--- config.mk ---
export PLATFORM = sky130hd
export DESIGN_NAME = operand_loader
export DESIGN_NICKNAME = d
export VERILOG_FILES = /design/src/rtl/operand_loader_pkg.sv /design/src/rtl/operand_loader_row_serializer.sv /design/src/rtl/operand_loader.sv
export SDC_FILE = /design/constraint.sdc
export NUM_CORES = 1
export LEC_CHECK = 0
export ABC_AREA = 1
export ABC_CLOCK_PERIOD_IN_PS = 4100
export CORE_ASPECT_RATIO = 0.7
export CORE_MARGIN = 3
export CORE_UTILIZATION = 51
export DETAILED_ROUTE_END_ITERATION = 8
export GPL_TIMING_DRIVEN = 0
export PLACE_DENSITY_LB_ADDON = 0.1
export SLEW_MARGIN = 20
export SYNTH_ARGS = -nofsm -noshare
export SYNTH_HDL_FRONTEND = slang
export SYNTH_SLANG_ARGS = --single-unit
--- constraint.sdc ---
create_clock -name clk -period 4.1 [get_ports clk]
set_input_delay 0.41 -clock clk [delete_from_list [all_inputs] [get_ports clk]]
set_output_delay 0.41 -clock clk [all_outputs]
set_load 0.03 [all_outputs]
--- src/rtl/operand_loader_pkg.sv ---
// Shared operand-path definitions: default widths and the loader FSM encoding,
// also used by the operand register file and the operand B loader.
package operand_loader_pkg;

  localparam int DATA_WIDTH_DEF = 32;
  localparam int BUS_WIDTH_DEF  = 64;
  localparam int ADDR_WIDTH_DEF = 32;
  localparam int MAX_DIM_DEF    = BUS_WIDTH_DEF / DATA_WIDTH_DEF;

  typedef enum logic [1:0] {
    ST_IDLE     = 2'd0,
    ST_WAIT_ROW = 2'd1,
    ST_WRITE    = 2'd2,
    ST_DONE     = 2'd3
  } load_state_t;

  // Width of a dimension field able to hold 0..max_dim inclusive.
  function automatic int dim_width(input int max_dim);
    return $clog2(max_dim + 1);
  endfunction

endpackage

--- src/rtl/operand_loader_row_serializer.sv ---
// Row buffer plus column counter: holds one accepted bus row and presents the
// element for the next column still to be written.
module row_serializer
  import operand_loader_pkg::*;
#(
  parameter int DATA_WIDTH = DATA_WIDTH_DEF,
  parameter int BUS_WIDTH  = BUS_WIDTH_DEF,
  parameter int MAX_DIM    = MAX_DIM_DEF,
  parameter int DIM_W      = dim_width(MAX_DIM)
) (
  input  logic                  clk,
  input  logic                  srst,
  input  logic                  load,
  input  logic                  step,
  input  logic [BUS_WIDTH-1:0]  row,
  input  logic [DIM_W-1:0]      dim_m,
  output logic [DATA_WIDTH-1:0] elem,
  output logic [DIM_W-1:0]      col,
  output logic                  more
);

  logic [BUS_WIDTH-1:0]  row_reg;
  logic [DIM_W-1:0]      col_reg;
  logic [DATA_WIDTH-1:0] elems [MAX_DIM];

  // Column 0 is written straight from the bus on the accepting edge, so the
  // counter resumes at column 1.
  always_ff @(posedge clk) begin
    if (srst) begin
      row_reg <= '0;
      col_reg <= '0;
    end else if (load) begin
      row_reg <= row;
      col_reg <= DIM_W'(1);
    end else if (step && more) begin
      col_reg <= col_reg + DIM_W'(1);
    end
  end

  generate
    for (genvar gi = 0; gi < MAX_DIM; gi++) begin : g_elem
      assign elems[gi] = row_reg[gi*DATA_WIDTH +: DATA_WIDTH];
    end
  endgenerate

  always_comb begin
    elem = '0;
    for (int i = 0; i < MAX_DIM; i++) begin
      if (col_reg == DIM_W'(i)) elem = elems[i];
    end
  end

  assign col  = col_reg;
  assign more = (col_reg < dim_m);

endmodule

--- src/rtl/operand_loader.sv ---
// Loads one dim_n x dim_m operand matrix, one bus row at a time, into the
// operand register file as individual element writes at row*MAX_DIM+col.
module operand_loader
  import operand_loader_pkg::*;
#(
  parameter int DATA_WIDTH = DATA_WIDTH_DEF,
  parameter int BUS_WIDTH  = BUS_WIDTH_DEF,
  parameter int ADDR_WIDTH = ADDR_WIDTH_DEF,
  parameter int MAX_DIM    = BUS_WIDTH / DATA_WIDTH,
  localparam int DIM_W     = dim_width(MAX_DIM)
) (
  input  logic                  clk,
  input  logic                  rst_i,
  input  logic                  start_i,
  input  logic [DIM_W-1:0]      dim_n_i,
  input  logic [DIM_W-1:0]      dim_m_i,
  input  logic                  bus_valid_i,
  input  logic [BUS_WIDTH-1:0]  bus_data_i,
  output logic                  bus_ready_o,
  output logic                  rf_we_o,
  output logic [ADDR_WIDTH-1:0] rf_addr_o,
  output logic [DATA_WIDTH-1:0] rf_wdata_o,
  output logic                  busy_o,
  output logic                  done_o,
  output logic                  err_o
);

  load_state_t           state_reg;
  logic [DIM_W-1:0]      dim_n_reg;
  logic [DIM_W-1:0]      dim_m_reg;
  logic [DIM_W-1:0]      row_reg;
  logic                  ready_reg;
  logic                  we_reg;
  logic [ADDR_WIDTH-1:0] addr_reg;
  logic [DATA_WIDTH-1:0] wdata_reg;
  logic                  busy_reg;
  logic                  done_reg;
  logic                  err_reg;

  logic                  dims_ok;
  logic                  accept;
  logic                  ser_step;
  logic [DATA_WIDTH-1:0] ser_elem;
  logic [DIM_W-1:0]      ser_col;
  logic                  ser_more;
  logic [DIM_W-1:0]      row_inc;

  function automatic logic [ADDR_WIDTH-1:0] elem_addr(input logic [DIM_W-1:0] r,
                                                      input logic [DIM_W-1:0] c);
    return ADDR_WIDTH'(r) * ADDR_WIDTH'(MAX_DIM) + ADDR_WIDTH'(c);
  endfunction

  assign dims_ok  = (dim_n_i != '0) && (dim_n_i <= DIM_W'(MAX_DIM)) &&
                    (dim_m_i != '0) && (dim_m_i <= DIM_W'(MAX_DIM));
  assign accept   = (state_reg == ST_WAIT_ROW) && bus_valid_i && ready_reg;
  assign ser_step = (state_reg == ST_WRITE) && ser_more;
  assign row_inc  = row_reg + DIM_W'(1);

  row_serializer #(
    .DATA_WIDTH(DATA_WIDTH),
    .BUS_WIDTH (BUS_WIDTH),
    .MAX_DIM   (MAX_DIM),
    .DIM_W     (DIM_W)
  ) u_row_serializer (
    .clk  (clk),
    .srst (rst_i),
    .load (accept),
    .step (ser_step),
    .row  (bus_data_i),
    .dim_m(dim_m_reg),
    .elem (ser_elem),
    .col  (ser_col),
    .more (ser_more)
  );

  always_ff @(posedge clk) begin
    if (rst_i) begin
      state_reg <= ST_IDLE;
      dim_n_reg <= '0;
      dim_m_reg <= '0;
      row_reg   <= '0;
      ready_reg <= 1'b0;
      we_reg    <= 1'b0;
      addr_reg  <= '0;
      wdata_reg <= '0;
      busy_reg  <= 1'b0;
      done_reg  <= 1'b0;
      err_reg   <= 1'b0;
    end else begin
      // Write port and pulses default to idle so addr/data read 0 without a write.
      we_reg    <= 1'b0;
      addr_reg  <= '0;
      wdata_reg <= '0;
      done_reg  <= 1'b0;
      err_reg   <= 1'b0;
      case (state_reg)
        ST_IDLE: begin
          if (start_i) begin
            if (dims_ok) begin
              dim_n_reg <= dim_n_i;
              dim_m_reg <= dim_m_i;
              row_reg   <= '0;
              ready_reg <= 1'b1;
              busy_reg  <= 1'b1;
              state_reg <= ST_WAIT_ROW;
            end else begin
              err_reg <= 1'b1;
            end
          end
        end
        ST_WAIT_ROW: begin
          if (accept) begin
            we_reg    <= 1'b1;
            addr_reg  <= elem_addr(row_reg, '0);
            wdata_reg <= bus_data_i[DATA_WIDTH-1:0];
            ready_reg <= 1'b0;
            state_reg <= ST_WRITE;
          end
        end
        ST_WRITE: begin
          if (ser_more) begin
            we_reg    <= 1'b1;
            addr_reg  <= elem_addr(row_reg, ser_col);
            wdata_reg <= ser_elem;
          end else if (row_inc < dim_n_reg) begin
            row_reg   <= row_inc;
            ready_reg <= 1'b1;
            state_reg <= ST_WAIT_ROW;
          end else begin
            done_reg  <= 1'b1;
            state_reg <= ST_DONE;
          end
        end
        ST_DONE: begin
          busy_reg  <= 1'b0;
          state_reg <= ST_IDLE;
        end
        default: begin
          busy_reg  <= 1'b0;
          ready_reg <= 1'b0;
          state_reg <= ST_IDLE;
        end
      endcase
    end
  end

  assign bus_ready_o = ready_reg;
  assign rf_we_o     = we_reg;
  assign rf_addr_o   = addr_reg;
  assign rf_wdata_o  = wdata_reg;
  assign busy_o      = busy_reg;
  assign done_o      = done_reg;
  assign err_o       = err_reg;

endmodule

==> summary.md, run 1 <==
| Metric | Value |
|---|---|
| Clock latency on the worst-skew pair | 0.41 ns |
| Worst-path fanout max | 10 |
| Number of flip-flops in the largest register | 64 |
| WL/cell | 15.0 µm |
| Antenna fix cells | 0 |
| Filler Cell Count | 597 |
| Status | complete, no violations |
| Highest-delay cell along the critical path | clkbuf_1 |
| Dpl ws | 2.05 ns |
| Crit path kind | register to register |
| Max frequency | approximately 0.53 GHz |
| CTS H-tree lvls | 4 |
| Clock buffer depth | 2 |
| CTS tree | built |
| First-pass GRT wire length | ~22000 µm |
| Ys Warns | 0 |
| # IOs | 141 |
| Slew HR | about three fifths |
| Setup Total Neg Slack | 0 ns |
| # clock sinks | 115 |
| Power share of the clock group | 44.0% |
| Root Driver | clkbuf_16 |
| Slew Limit Fails | 0 |
| Main synth FF type | dfxtp_1 |
| Pwr dens | ~500 nW/µm² |
| Synth-to-layout area growth | 41.4% |
| Max cap viols | 0 |
| Number of port buffers | 112 |
| Min Tclk post-route | around 1.9 ns |
| Final worst slack | 2.21 ns |
| Worst-Margin Slew | 0.571 ns |
| Yosys reg bits | between 100 and 150 |
| Hold Slack | 0.447 ns |
| Final Hold Fails | 0 |
| DRC viols | 0 |
| Pleak | 2.50 nW |
| FF/Latch Area | 2300 µm² |
| Routed WL | 13400 µm |
| DRT Pass-1 Iters | 6 |
| Die Area | 10500 µm² |
| Final instance area | 6700 µm² |
| Total number of vias | 4670 |
| Worst-path cell chain | inv_1 > ha_1 > nand3_2 > clkbuf_1 > nand2_1 > a21oi_1 |
| Layout cells sized above 1 | between 10% and 20% |
| Largest net degree at the start of global routing | 17 |
| CP required | ~4.4 ns |
| Switch Pwr | 0.000924 W |
| DRT iter0 DRCs | about 440 |
| Cell Int Power | 0.00236 W |
| Clock skew | 0.00557 ns |
| Crit path DAT | ~2.2 ns |
| Mapped Area | 4730 µm² |
| Final Setup Violations | 0 |
| Most common cell after layout, fill and taps aside | nand2_1 |
| Die Y | 86.6 µm |
| Die X | 121 µm |
| Area of the multi-input gates | ~1900 µm² |
| Synth Area per Inst | between 7 and 8 µm² |
| Antenna Nets Post-Route | 0 |
| Hold WC Path Type | register to register |
| Cells after Synth | just over 600 |
| Row cnt | 28 |
| Synth unique cells | 27 |
| Hold buffer count at cts | 0 |
| DPL Wire Length | slightly above 9000 µm |
| Crit. End Element | register |
| Post-cts resize count | 0 |
| Vias/cell | 5.21 |
| Core Footprint | between 8000 and 9000 µm² |
| Comb pwr share | 18.5% |
| Global route total overflow | 0 |
| Layout Nets | about 850 |
| Placed inst area | 6110 µm² |
| Post-CTS Setup Repair Bufs | 0 |
| Seq pwr share | 37.5% |
| Fin crit share | 46.1% |
| Sequential element share of the synthesized area | 48.6% |
| VDD IR max | between 400 and 500 µV |
| Worst-path clk slew | 0.05 ns |
| Starting density of the core | 54.3% |
| Commonest cells after routing, fill and taps aside | 124 x nand2_1, 115 x dfxtp_1, 112 x clkdlybuf4s50_1, 110 x a21oi_1, 71 x o21ai_0 |
| CP Launch Type | register |
| Flop2flop setup slack | about 2.2 ns |
| RSZ-0062 raised after global routing | false |
| Sw Ratio | 28.2% |
| Number of global-route vias before repair | 4616 |
| Total GRT Usage | between 20% and 30% |
| RePlAce Congestion | roughly 0.84 |
| Antenna violations before repair | 0 |
| CP peak stage delay | 0.43 ns |
| Post-synth ARST share | 0% |
| Post-synth EDFFs | 0 |
| Total CTS buffers | 17 |
-- final timing paths --
| kind | from | to | depth (start not counted) |
|---|---|---|---|
| setup / recovery | state_reg[1]$_SDFFE_PP0P_ | u_row_serializer.row_reg[12]$_SDFFE_PP0N_ | 6 |
| hold / removal | u_row_serializer.row_reg[63]$_SDFFE_PP0N_ | u_row_serializer.row_reg[63]$_SDFFE_PP0N_ | 2 |
| hold reg to reg | u_row_serializer.row_reg[63]$_SDFFE_PP0N_ | u_row_serializer.row_reg[63]$_SDFFE_PP0N_ | 2 |
| setup reg to reg | state_reg[1]$_SDFFE_PP0P_ | u_row_serializer.row_reg[12]$_SDFFE_PP0N_ | 6 |
-- per-stage QoR --
stage                     utilization [%]  std cells  total power (W)
after global placement               70.0        865          0.00182
after detailed placement             70.0        865          0.00184
after floorplan                         -        633          0.00163
after global routing                 76.8        897          0.00342
final                                76.8        897          0.00328
after CTS                            76.8        897          0.00328
-- per-layer routing --
metal | part of all wire, % | track usage, % | vias to the layer above
met5 | 0 | 0 | -
met3 | 7.4 | 6.20 | 22
met4 | 1.4 | 10.3 | 0
met2 | 47 | 43.1 | 211
li1 | - | - | 2256
met1 | 44 | 33.7 | 2181
-- synth_stat cells (2+ instances only) --
cell	instances	area (µm²)
nand2_2	2	12.5
nand3_2	2	20.0
buf_4	31	233
ha_1	11	138
nand3_1	36	180
buf_2	12	60.1
inv_2	3	11.3
buf_6	3	33.8
clkbuf_1	16	60.1
a21oi_1	110	551
a211oi_1	2	15.0
buf_1	2	7.51
nand4_1	2	12.5
nand2_1	124	465
o21ai_0	71	355
dfxtp_1	115	2300
nor2_1	7	26.3
inv_1	48	180
-- power groups by stage --
stage | combinational (W) | sequential (W) | clock, W
2_1_floorplan | 0.000366 | 0.00126 | 0
3_3_place_gp | 0.000571 | 0.00124 | 0
3_5_place_dp | 0.000587 | 0.00125 | 0
4_1_cts | 0.000596 | 0.00123 | 0.00146
5_1_grt | 0.000665 | 0.00123 | 0.00152
6_report | 0.000607 | 0.00123 | 0.00144
-- kinds of logic (layout without fill, tap and decap cells) --
logic type                 after synthesis  count (layout)  synth area share (%)
xor gates and xnor gates                 1               1                 0.185
AOI/OAI and AO/OA                      185             185                  19.7
DFF                                    115             115                  48.6
other                                    1              28                0.0792
and+or+nand+nor                        177             177                  16.0
buffers and inverters                  116             260                  12.5
adders and majority gates               11              11                  2.91
-- cell type report --
| type | instances | share of cell area (%) |
|---|---|---|
| Tap cell | 120 | 2.24 |
| Buffer | 64 | 5.89 |
| Timing Repair Buffer | 112 | 16.7 |
| Multi-Input combinational cell | 402 | 29.0 |
| Sequential cell | 115 | 34.4 |
| Clock inverter | 10 | 1.57 |
| Clock buffer | 22 | 7.23 |
| Inverter | 52 | 2.93 |
-- worst max-delay path, delay by kind of cell, from the launching register on --
family	cells	cell delay, ns
DFF	1	0.41
AOI/OAI and AO/OA	1	0.23
buffers and inverters	2	0.55
and+or+nand+nor	2	0.36
adders and majority gates	1	0.25
(Power assumes the default switching activity.)
==> inputs of run 2 (changes only) <==
ABC_CLOCK_PERIOD_IN_PS = 1900   (was 4100)
CORE_UTILIZATION = 47   (was 51)
clock period = 1.9 ns   (was 4.1 ns; I/O delays follow)
==> run 2 against run 1 <==
  * Worst setup slack lost 2.1 ns
  * Via count shrank 2.2%
  * Flip-flop and latch count is the same
  * Wire length shrank 0.17%
  * Power grew 130%
  * Worst hold slack lost 0.083 ns
  * Critical path depth shrank 1
  * Highest routed layer unchanged
==> summary.md, run 2 (synthesis results as in run 1) <==
| Metric | Value |
|---|---|
| CTS tree | built (unchanged) |
| Starting density of the core | 50.2% (was 54.3%) |
| Antenna violations before repair | 0 (unchanged) |
| Setup Total Neg Slack | 0 ns (unchanged) |
| Max frequency | 0.557 GHz (was 0.529 GHz) |
| Number of flip-flops in the largest register | 64 (unchanged) |
| Delay-heaviest family, CP | buffers and inverters (unchanged) |
| Final Hold Fails | 0 (unchanged) |
| Total number of vias | 4565 (was 4670) |
| Die Area | 11300 µm² (was 10500 µm²) |
| CP Launch Type | register (unchanged) |
| Final Setup Violations | 0 (unchanged) |
| Layout Nets | 847 (unchanged) |
| Die Y | 90.0 µm (was 86.6 µm) |
| Dpl ws | 0.124 ns (was 2.05 ns) |
| DRC viols | 0 (unchanged) |
| Fin crit share | 94.5% (was 46.1%) |
| Min Tclk post-route | 1.80 ns (was 1.89 ns) |
| Worst-case reg-to-reg path depth | 5 (was 6) |
| # clock sinks | 115 (unchanged) |
| Total GRT Usage | 23.7% (was 26.2%) |
| First-pass GRT wire length | 21800 µm (was 21700 µm) |
| VDD IR max | 810 µV (was 404 µV) |
| Commonest cells after routing, fill and taps aside | 124 x nand2_1, 114 x dfxtp_1, 112 x clkdlybuf4s50_1, 110 x a21oi_1, 71 x o21ai_0 (was 124 x nand2_1, 115 x dfxtp_1, 112 x clkdlybuf4s50_1, 110 x a21oi_1, 71 x o21ai_0) |
| Pleak | 2.53 nW (was 2.50 nW) |
| Core Footprint | 9430 µm² (was 8720 µm²) |
| Post-CTS Setup Repair Bufs | 0 (unchanged) |
| Crit path kind | register to register (unchanged) |
| Slew HR | 63.1% (was 61.9%) |
| Antenna fix cells | 0 (unchanged) |
| Most common cell after layout, fill and taps aside | nand2_1 (unchanged) |
| Crit path DAT | 2.07 ns (was 2.21 ns) |
| # IOs | 141 (unchanged) |
| Hold depth | 3 (was 2) |
| Highest-delay cell along the critical path | dfxtp_1 (was clkbuf_1) |
| Worst-Margin Slew | 0.554 ns (was 0.571 ns) |
| Crit. End Element | register (unchanged) |
| Antenna Nets Post-Route | 0 (unchanged) |
| Worst-path cell chain | inv_1 > ha_1 > nand2_1 > clkbuf_1 > a21oi_1 (was inv_1 > ha_1 > nand3_2 > clkbuf_1 > nand2_1 > a21oi_1) |
| DPL Wire Length | 9360 µm (was 9180 µm) |
| DRT Pass-1 Iters | 7 (was 6) |
| Row cnt | 29 (was 28) |
| RePlAce Congestion | 0.882 (was 0.842) |
| CP bufs+invs | 2 (unchanged) |
| Worst-path fanout max | 10 (unchanged) |
| Synth-to-layout area growth | 43.2% (was 41.4%) |
| CP required | 2.17 ns (was 4.42 ns) |
| Number of port buffers | 112 (unchanged) |
| Launch point of the worst reg-to-reg path | state_reg[0]$_SDFFE_PP0P_ (was state_reg[1]$_SDFFE_PP0P_) |
| Slew Limit Fails | 0 (unchanged) |
| CTS H-tree lvls | 4 (unchanged) |
| Die X | 126 µm (was 121 µm) |
| Worst-path clk slew | 0.05 ns (about the same) |
| CP startpoint | state_reg[0]$_SDFFE_PP0P_ (was state_reg[1]$_SDFFE_PP0P_) |
| Layout cells sized above 1 | 12.4% (was 11.5%) |
| Hold Slack | 0.364 ns (was 0.447 ns) |
| Clock buffer depth | 2 (unchanged) |
| Routed WL | 13400 µm (about the same) |
| Final Util | 71.9% (was 76.8%) |
| Flop2flop setup slack | 0.10 ns (was 2.21 ns) |
| Status | complete, no violations (unchanged) |
| DRT iter0 DRCs | 383 (was 444) |
| CP peak stage delay | 0.43 ns (about the same) |
| Number of global-route vias before repair | 4476 (was 4616) |
| Hold endpoint | rf_wdata_o[8]$_SDFF_PP0_ (was u_row_serializer.row_reg[63]$_SDFFE_PP0N_) |
| Hold WC Path Type | primary input to register (was register to register) |
| Total CTS buffers | 17 (unchanged) |
| Hold buffer count at cts | 0 (unchanged) |
| Final worst slack | 0.105 ns (was 2.21 ns) |
| Clock latency on the worst-skew pair | 0.41 ns (about the same) |
| RSZ-0062 raised after global routing | false (unchanged) |
| Global route total overflow | 0 (unchanged) |
| Post-cts resize count | 0 (unchanged) |
| Pwr dens | 1100 nW/µm² (was 490 nW/µm²) |
| Largest net degree at the start of global routing | 17 (unchanged) |
| Root Driver | clkbuf_16 (unchanged) |
| Vias/cell | 5.07 (was 5.21) |
| Worst r2r dst | rf_wdata_o[18]$_SDFF_PP0_ (was u_row_serializer.row_reg[12]$_SDFFE_PP0N_) |
| Max cap viols | 0 (unchanged) |
| WL/cell | 14.9 µm (was 15.0 µm) |
| Clock skew | 0.00480 ns (was 0.00557 ns) |
| Worst hold path startpoint | bus_data_i[8] (was u_row_serializer.row_reg[63]$_SDFFE_PP0N_) |
-- run 2: per-layer routing --
layer / up-vias / share of wire (%) / global-route usage (%)
li1: 2255 / - / -
met1: 2065 / 44 / 30.6
met2: 217 / 46 / 37.8
met3: 28 / 8.3 / 6.81
met4: 0 / 2.0 / 9.11
met5: - / 0 / 0
-- run 2: worst max path at each step --
stage / slack, ns / cells after the start / endpoint
after floorplan: 0.46 / 10 / row_reg[0]$_SDFFE_PP0P_
after global placement: 0.12 / 5 / rf_wdata_o[6]$_SDFF_PP0_
after detailed placement: 0.12 / 5 / rf_wdata_o[6]$_SDFF_PP0_
after CTS: 0.10 / 5 / rf_wdata_o[6]$_SDFF_PP0_
after global routing: 0.02 / 5 / rf_wdata_o[16]$_SDFF_PP0_
final: 0.10 / 5 / rf_wdata_o[18]$_SDFF_PP0_
-- run 2: area by class of cell --
type	count	area, µm²
multi-input cells	402	1950
clock inverters	14	210
flip-flops and latches	115	2300
repair buffers	112	1120
clock buffers	18	439
well taps	124	155
plain buffers	64	400
inverters	52	199
fillers	717	2660
-- run 2: worst min-delay path: stages --
cell,delay (ns)
clkdlybuf4s50_1,0.39
nand2_1,0.08
a21oi_1,0.06
-- run 2: per-stage QoR --
stage | total power [W] | instances | area (µm²)
2_1_floorplan | 0.00352 | 633 | 4840
3_3_place_gp | 0.00392 | 869 | 6110
3_5_place_dp | 0.00396 | 869 | 6110
4_1_cts | 0.00745 | 901 | 6760
5_1_grt | 0.00773 | 901 | 6780
6_report | 0.00747 | 901 | 6780
-- run 2: where the power goes --
| group | internal (W) | switching [W] | leakage, nW |
|---|---|---|---|
| registers | 0.00257 | 0.0000859 | 0.929 |
| logic | 0.000474 | 0.000841 | 1.29 |
| clock network | 0.00235 | 0.00115 | 0.312 |
| total | 0.00539 | 0.00207 | 2.53 |
==> edit 1 (flow settings as in run 1) <==
Encoding of `load_state_t`: now one-hot (4 bits for 4 states).
--- a/src/rtl/operand_loader_pkg.sv
+++ b/src/rtl/operand_loader_pkg.sv
@@ -9,7 +9,7 @@
 
-  typedef enum logic [1:0] {
-    ST_IDLE     = 2'd0,
-    ST_WAIT_ROW = 2'd1,
-    ST_WRITE    = 2'd2,
-    ST_DONE     = 2'd3
+  typedef enum logic [3:0] {
+    ST_IDLE     = 4'b0001,
+    ST_WAIT_ROW = 4'b0010,
+    ST_WRITE    = 4'b0100,
+    ST_DONE     = 4'b1000
   } load_state_t;
Check against the original RTL: same outputs for any inputs over 10 cycles, from zero or initial values and one cycle with rst_i high; not proved beyond that.
==> edit 1 against run 1 <==
Via count up 8.5%; critical path type unchanged; area after synthesis grew 5.7%; setup slack worse by 0.94 ps; wire length grew 9.8%; highest routed layer unchanged; utilization shrank 1.1 points; cell area is 5.0% higher; sequential cell count is 2 higher; power decreased by 1.5%.
==> edit 1: results (changes against run 1) <==
Post-DP Area: 0.00638 mm2 (+4.5%)
Final Non-Filler Cells: 976 (+8.8%)
Status: finished clean
Met3 routed WL: 1.34 mm (+36%)
Final-stage net count: 917 (+8.3%)
Clk pin slew, worst setup/hold paths: 50 ps (about the same)
ANT cells: 0 (unchanged)
Crit path max-delay cell type: dfxtp_1
Routed via count: 5068 (+8.5%)
Skew final: 6.67 ps (+1.10 ps)
Largest cells by area after synthesis: dfxtp_1 47%, a21oi_1 7.9%, nand2_1 7.6%, o21ai_0 6.9%, nand3_1 6.6%
Yosys cell types: 24 (-11%)
Dominant synthesized flop cell: dfxtp_1
Max FFs per register: 64 (unchanged)
Pre-CTS setup slack: 1890 ps (-154 ps)
Syn Inst Count: 681 (+12%)
Post-DP HPWL: 10.0 mm (+9.4%)
Worst VDD drop: 0.286 mV (-29%)
Internal power consumption: 2.45 mW (+4.0%)
Final Hold Violating Endpoints: 0 (unchanged)
Most common library cells after synthesis: 117 x dfxtp_1, 101 x nand2_1, 81 x inv_1
Metal2 WL: 6.97 mm (+9.9%)
Cells after DPL: 944 (+9.1%)
CP Max Fanout: 6 (-4)
Vias in the first global route: 4996 (+8.2%)
Ys async rst share: 0% (unchanged)
Share of cells above drive strength 1: 10.3% (-1.1 points)
First-pass GRT wire length: 23.8 mm (+10%)
RePlAce Congestion: 0.840 (-0.26%)
CTS root buffer: clkbuf_16
First-pass detailed-route iteration total: 7 (+1)
Largest net degree at the start of global routing: 17 (unchanged)
Tot GR Track Use: 27.2% (+0.93 points)
Met1 Wirelength: 6.09 mm (+3.3%)
Routed WL per cell: 15.1 um (+0.94%)
Lkg Pwr: 2.98 nW (+19%)
CP max stage delay: 450 ps (+20 ps)
Slew headroom: 56.3% (-5.6 points)
Initial DRC count: 522 (+18%)
Seq/Total Area, Yosys: 46.8% (-1.8 points)
[edit 1: cell count changes in the layout (fill, tap and decap cells not counted), sizes merged, moves of 4 or more]
cell    delta
ha         -5
nor2      +73
nand2     -24
inv       +32
nand3     +28
a21oi     -32
clkbuf     +4
[edit 1: kinds of logic (layout without fill, tap and decap cells)]
group / Yosys count / after routing / share of synthesized area, %
simple gates: 253 / 253 / 21.5
compound gates: 152 / 152 / 15.4
buf+inv: 151 / 295 / 14.5
flops: 117 / 117 / 46.8
fa+ha+maj: 6 / 6 / 1.50
other cells: 1 / 28 / 0.0749
xor+xnor: 1 / 1 / 0.175
[edit 1: area by class of cell]
class / instances / area [um2]
multi-input combinational: 440 / 2040
timing repair buffer: 112 / 1120
inverter: 83 / 312
fill: 672 / 2260
clock buffer: 22 / 474
tap: 124 / 155
sequential: 117 / 2340
buffer: 68 / 413
clock inverter: 10 / 175
[edit 1: critical path, delay by kind of cell (launching register included)]
kind	cells	cell delay [ps]
flip-flops	1	450
AO/OA/AOI/OAI	1	170
AND/OR/NAND/NOR	6	670
buffers and inverters	1	70
adder cells (fa/ha/maj)	1	270
XOR/XNOR	1	180
[edit 1: path summary, 6_finish.rpt]
check | to | cells past startpoint | start | slack (ps)
min | u_row_serializer.row_reg[61]$_SDFFE_PP0P_ | 2 | u_row_serializer.row_reg[61]$_SDFFE_PP0P_ | 450
max reg2reg | row_reg[0]$_SDFFE_PP0P_ | 10 | row_reg[0]$_SDFFE_PP0P_ | 2210
min reg2reg | u_row_serializer.row_reg[61]$_SDFFE_PP0P_ | 2 | u_row_serializer.row_reg[61]$_SDFFE_PP0P_ | 450
max | row_reg[0]$_SDFFE_PP0P_ | 10 | row_reg[0]$_SDFFE_PP0P_ | 2210
[edit 1: power by group through the flow]
stage                     registers, mW  clock network, mW  logic (mW)
after detailed placement           1.22                  0       0.380
final                              1.20               1.63       0.396
after floorplan                    1.23                  0       0.229
after CTS                          1.20               1.63       0.391
after global placement             1.22                  0       0.368
after global routing               1.20               1.69       0.435
[edit 1: layer usage]
layer | vias to the layer above | GRT usage [%]
met5 | - | 0
met1 | 2324 | 33.0
li1 | 2439 | -
met3 | 44 | 6.87
met4 | 0 | 12.0
met2 | 261 | 46.7
==> edit 2 (settings of run 1) <==
Made on the original files. The package constant `ADDR_WIDTH_DEF` goes from 32 to 64.
--- a/src/rtl/operand_loader_pkg.sv
+++ b/src/rtl/operand_loader_pkg.sv
@@ -6,3 +6,3 @@
   localparam int BUS_WIDTH_DEF  = 64;
-  localparam int ADDR_WIDTH_DEF = 32;
+  localparam int ADDR_WIDTH_DEF = 64;
   localparam int MAX_DIM_DEF    = BUS_WIDTH_DEF / DATA_WIDTH_DEF;
Ports: changed (resized rf_addr_o); port bits go from 141 to 173. The function was not compared with the original's and may differ.
==> edit 2 against run 1 <==
Critical path depth is 1 lower; final cell count is 7.6% higher; maximum frequency is essentially flat; die area grew 4.8%; sequential cell count did not move; setup slack better by 0.66 ps; via count rose by 4.2%; wire length increased by 4.2%; cell area is 6.1% higher; first-iteration DRC count increased by 18%; global-route usage fell by 0.42 points; sequential share of layout area down 2.0 points; highest routed layer unchanged; power up 6.7%; area after synthesis increased by 5.1%.
==> edit 2: results (changes against run 1) <==
Yosys cell types: 27 (unchanged)
CP Max Fanout: 10 (unchanged)
Max FFs per register: 64 (unchanged)
Worst hold path class: reg2reg
Final WL: 14.0 mm (+4.2%)
Clk Latency, worst-skew pair: 420 ps
Lkg Pwr: 2.79 nW (+12%)
Synth Area in Compound Gates: 18.8% (-0.95 points)
Most common library cells after synthesis: 124 x nand2_1, 115 x dfxtp_1, 110 x a21oi_1
Cells after DPL: 933 (+7.9%)
ANT cells: 0 (unchanged)
CTS root buffer: clkbuf_16
Final-stage net count: 911 (+7.6%)
Largest cells by area after synthesis: dfxtp_1 46%, a21oi_1 11%, buf_4 9.5%, nand2_1 9.4%, o21ai_0 7.1%
H-tree depth: 4 (unchanged)
Crit path max-delay cell type: clkbuf_1
First-pass detailed-route iteration total: 5 (-1)
Reg2reg path depth: 5 (-1)
Synth Area in XOR/XNOR: 0.176% (-0.0089 points)
CTS Buf Count: 17 (unchanged)
Hold path depth: 2 (unchanged)
Vias in the first global route: 4556 (-1.3%)
Slew headroom: 58.2% (-3.7 points)
Post-DP Area: 0.00647 mm2 (+6.0%)
Syn Inst Count: 638 (+5.3%)
Area growth from synthesis to layout: 42.9%
Tot GR Track Use: 25.8% (-0.42 points)
Final std cell area, no fill: 0.00711 mm2 (+6.1%)
Skew final: 7.15 ps (+1.57 ps)
Largest net degree at the start of global routing: 17 (unchanged)
Ys Warns: 0 (unchanged)
Adder-cell share of the synthesized area: 2.77% (-0.14 points)
Clk pin slew, worst setup/hold paths: 50 ps (about the same)
Port Buf Inserts: 112 (unchanged)
Post-synthesis mux area share: 0% (unchanged)
First-pass GRT wire length: 21.8 mm (+0.83%)
Dominant synthesized flop cell: dfxtp_1
Post_cts resized: 0 (unchanged)
Initial DRC count: 524 (+18%)
RePlAce Congestion: 0.861 (+2.3%)
Setup bufs post-CTS: 0 (unchanged)
Status: finished clean
Post-DP HPWL: 9.77 mm (+6.4%)
Fill count: 686 (+15%)
Ys async rst share: 0% (unchanged)
Via/cell ratio: 5.04 (-3.1%)
CP max stage delay: 470 ps (+40 ps)
Seq/Total Area, Yosys: 46.3% (-2.3 points)
Pre-CTS setup slack: 2010 ps (-33.5 ps)
Max Buffers Root-to-Sink: 2 (unchanged)
Share of cells above drive strength 1: 14.0% (+2.6 points)
Initial antenna violation count: 0 (unchanged)
Worst VDD drop: 0.306 mV (-24%)
Routed WL per cell: 14.5 um (-3.2%)
[edit 2: cell types whose count changed in the layout (fill, tap and decap cells not counted)]
cell,change
clkbuf_8,-3
buf_4,+32
conb_1,+32
clkbuf_1,+3
bufinv_16,+3
clkinv_2,-3
[edit 2: routing by layer]
metal  global-route usage, %  part of all wire [%]  vias to the layer above
li1                        -                     -                     2352
met1                    32.3                    42                     2256
met2                    42.1                    48                      231
met3                    8.05                   8.3                       28
met4                    9.84                   1.7                        0
met5                       0                     0                        -
[edit 2: worst paths after layout]
check | startpoint | to | slack (ps)
setup / recovery | state_reg[0]$_SDFFE_PP0P_ | rf_wdata_o[7]$_SDFF_PP0_ | 2210
hold / removal | u_row_serializer.row_reg[56]$_SDFFE_PP0N_ | u_row_serializer.row_reg[56]$_SDFFE_PP0N_ | 450
hold reg to reg | u_row_serializer.row_reg[56]$_SDFFE_PP0N_ | u_row_serializer.row_reg[56]$_SDFFE_PP0N_ | 450
setup reg to reg | state_reg[0]$_SDFFE_PP0P_ | rf_wdata_o[7]$_SDFF_PP0_ | 2210
[edit 2: report_power, final]
part | internal [mW] | switching, mW
clock | 1.09 | 0.510
combinational | 0.237 | 0.434
sequential | 1.19 | 0.0406
[edit 2: metrics by stage]
step,power (mW),hold slack (ps)
finish,3.50,448
global route,3.63,463
CTS,3.49,448
detailed placement,1.90,440
global placement,1.88,434
floorplan,1.69,425
[edit 2: critical path, delay by kind of cell, from the launching register on]
family,cells,cell delay [ps]
DFF,1,440
buffers and inverters,2,560
and+or+nand+nor,1,350
adders and majority gates,1,300
AOI/OAI and AO/OA,1,90
[edit 2: cell type report]
type	instances	area [um2]	area share, %
tap	124	155	2.18
sequential	115	2300	32.4
clock buffer	22	454	6.39
multi-input combinational	434	2060	29.0
clock inverter	10	180	2.54
timing repair buffer	112	1120	15.8
buffer	96	634	8.93
inverter	52	196	2.76
[edit 2: cells by family after synthesis]
family                     after synthesis
AOI/OAI and AO/OA                      185
xor gates and xnor gates                 1
adders and majority gates               11
buffers and inverters                  148
DFF                                    115
other                                    1
and+or+nand+nor                        177
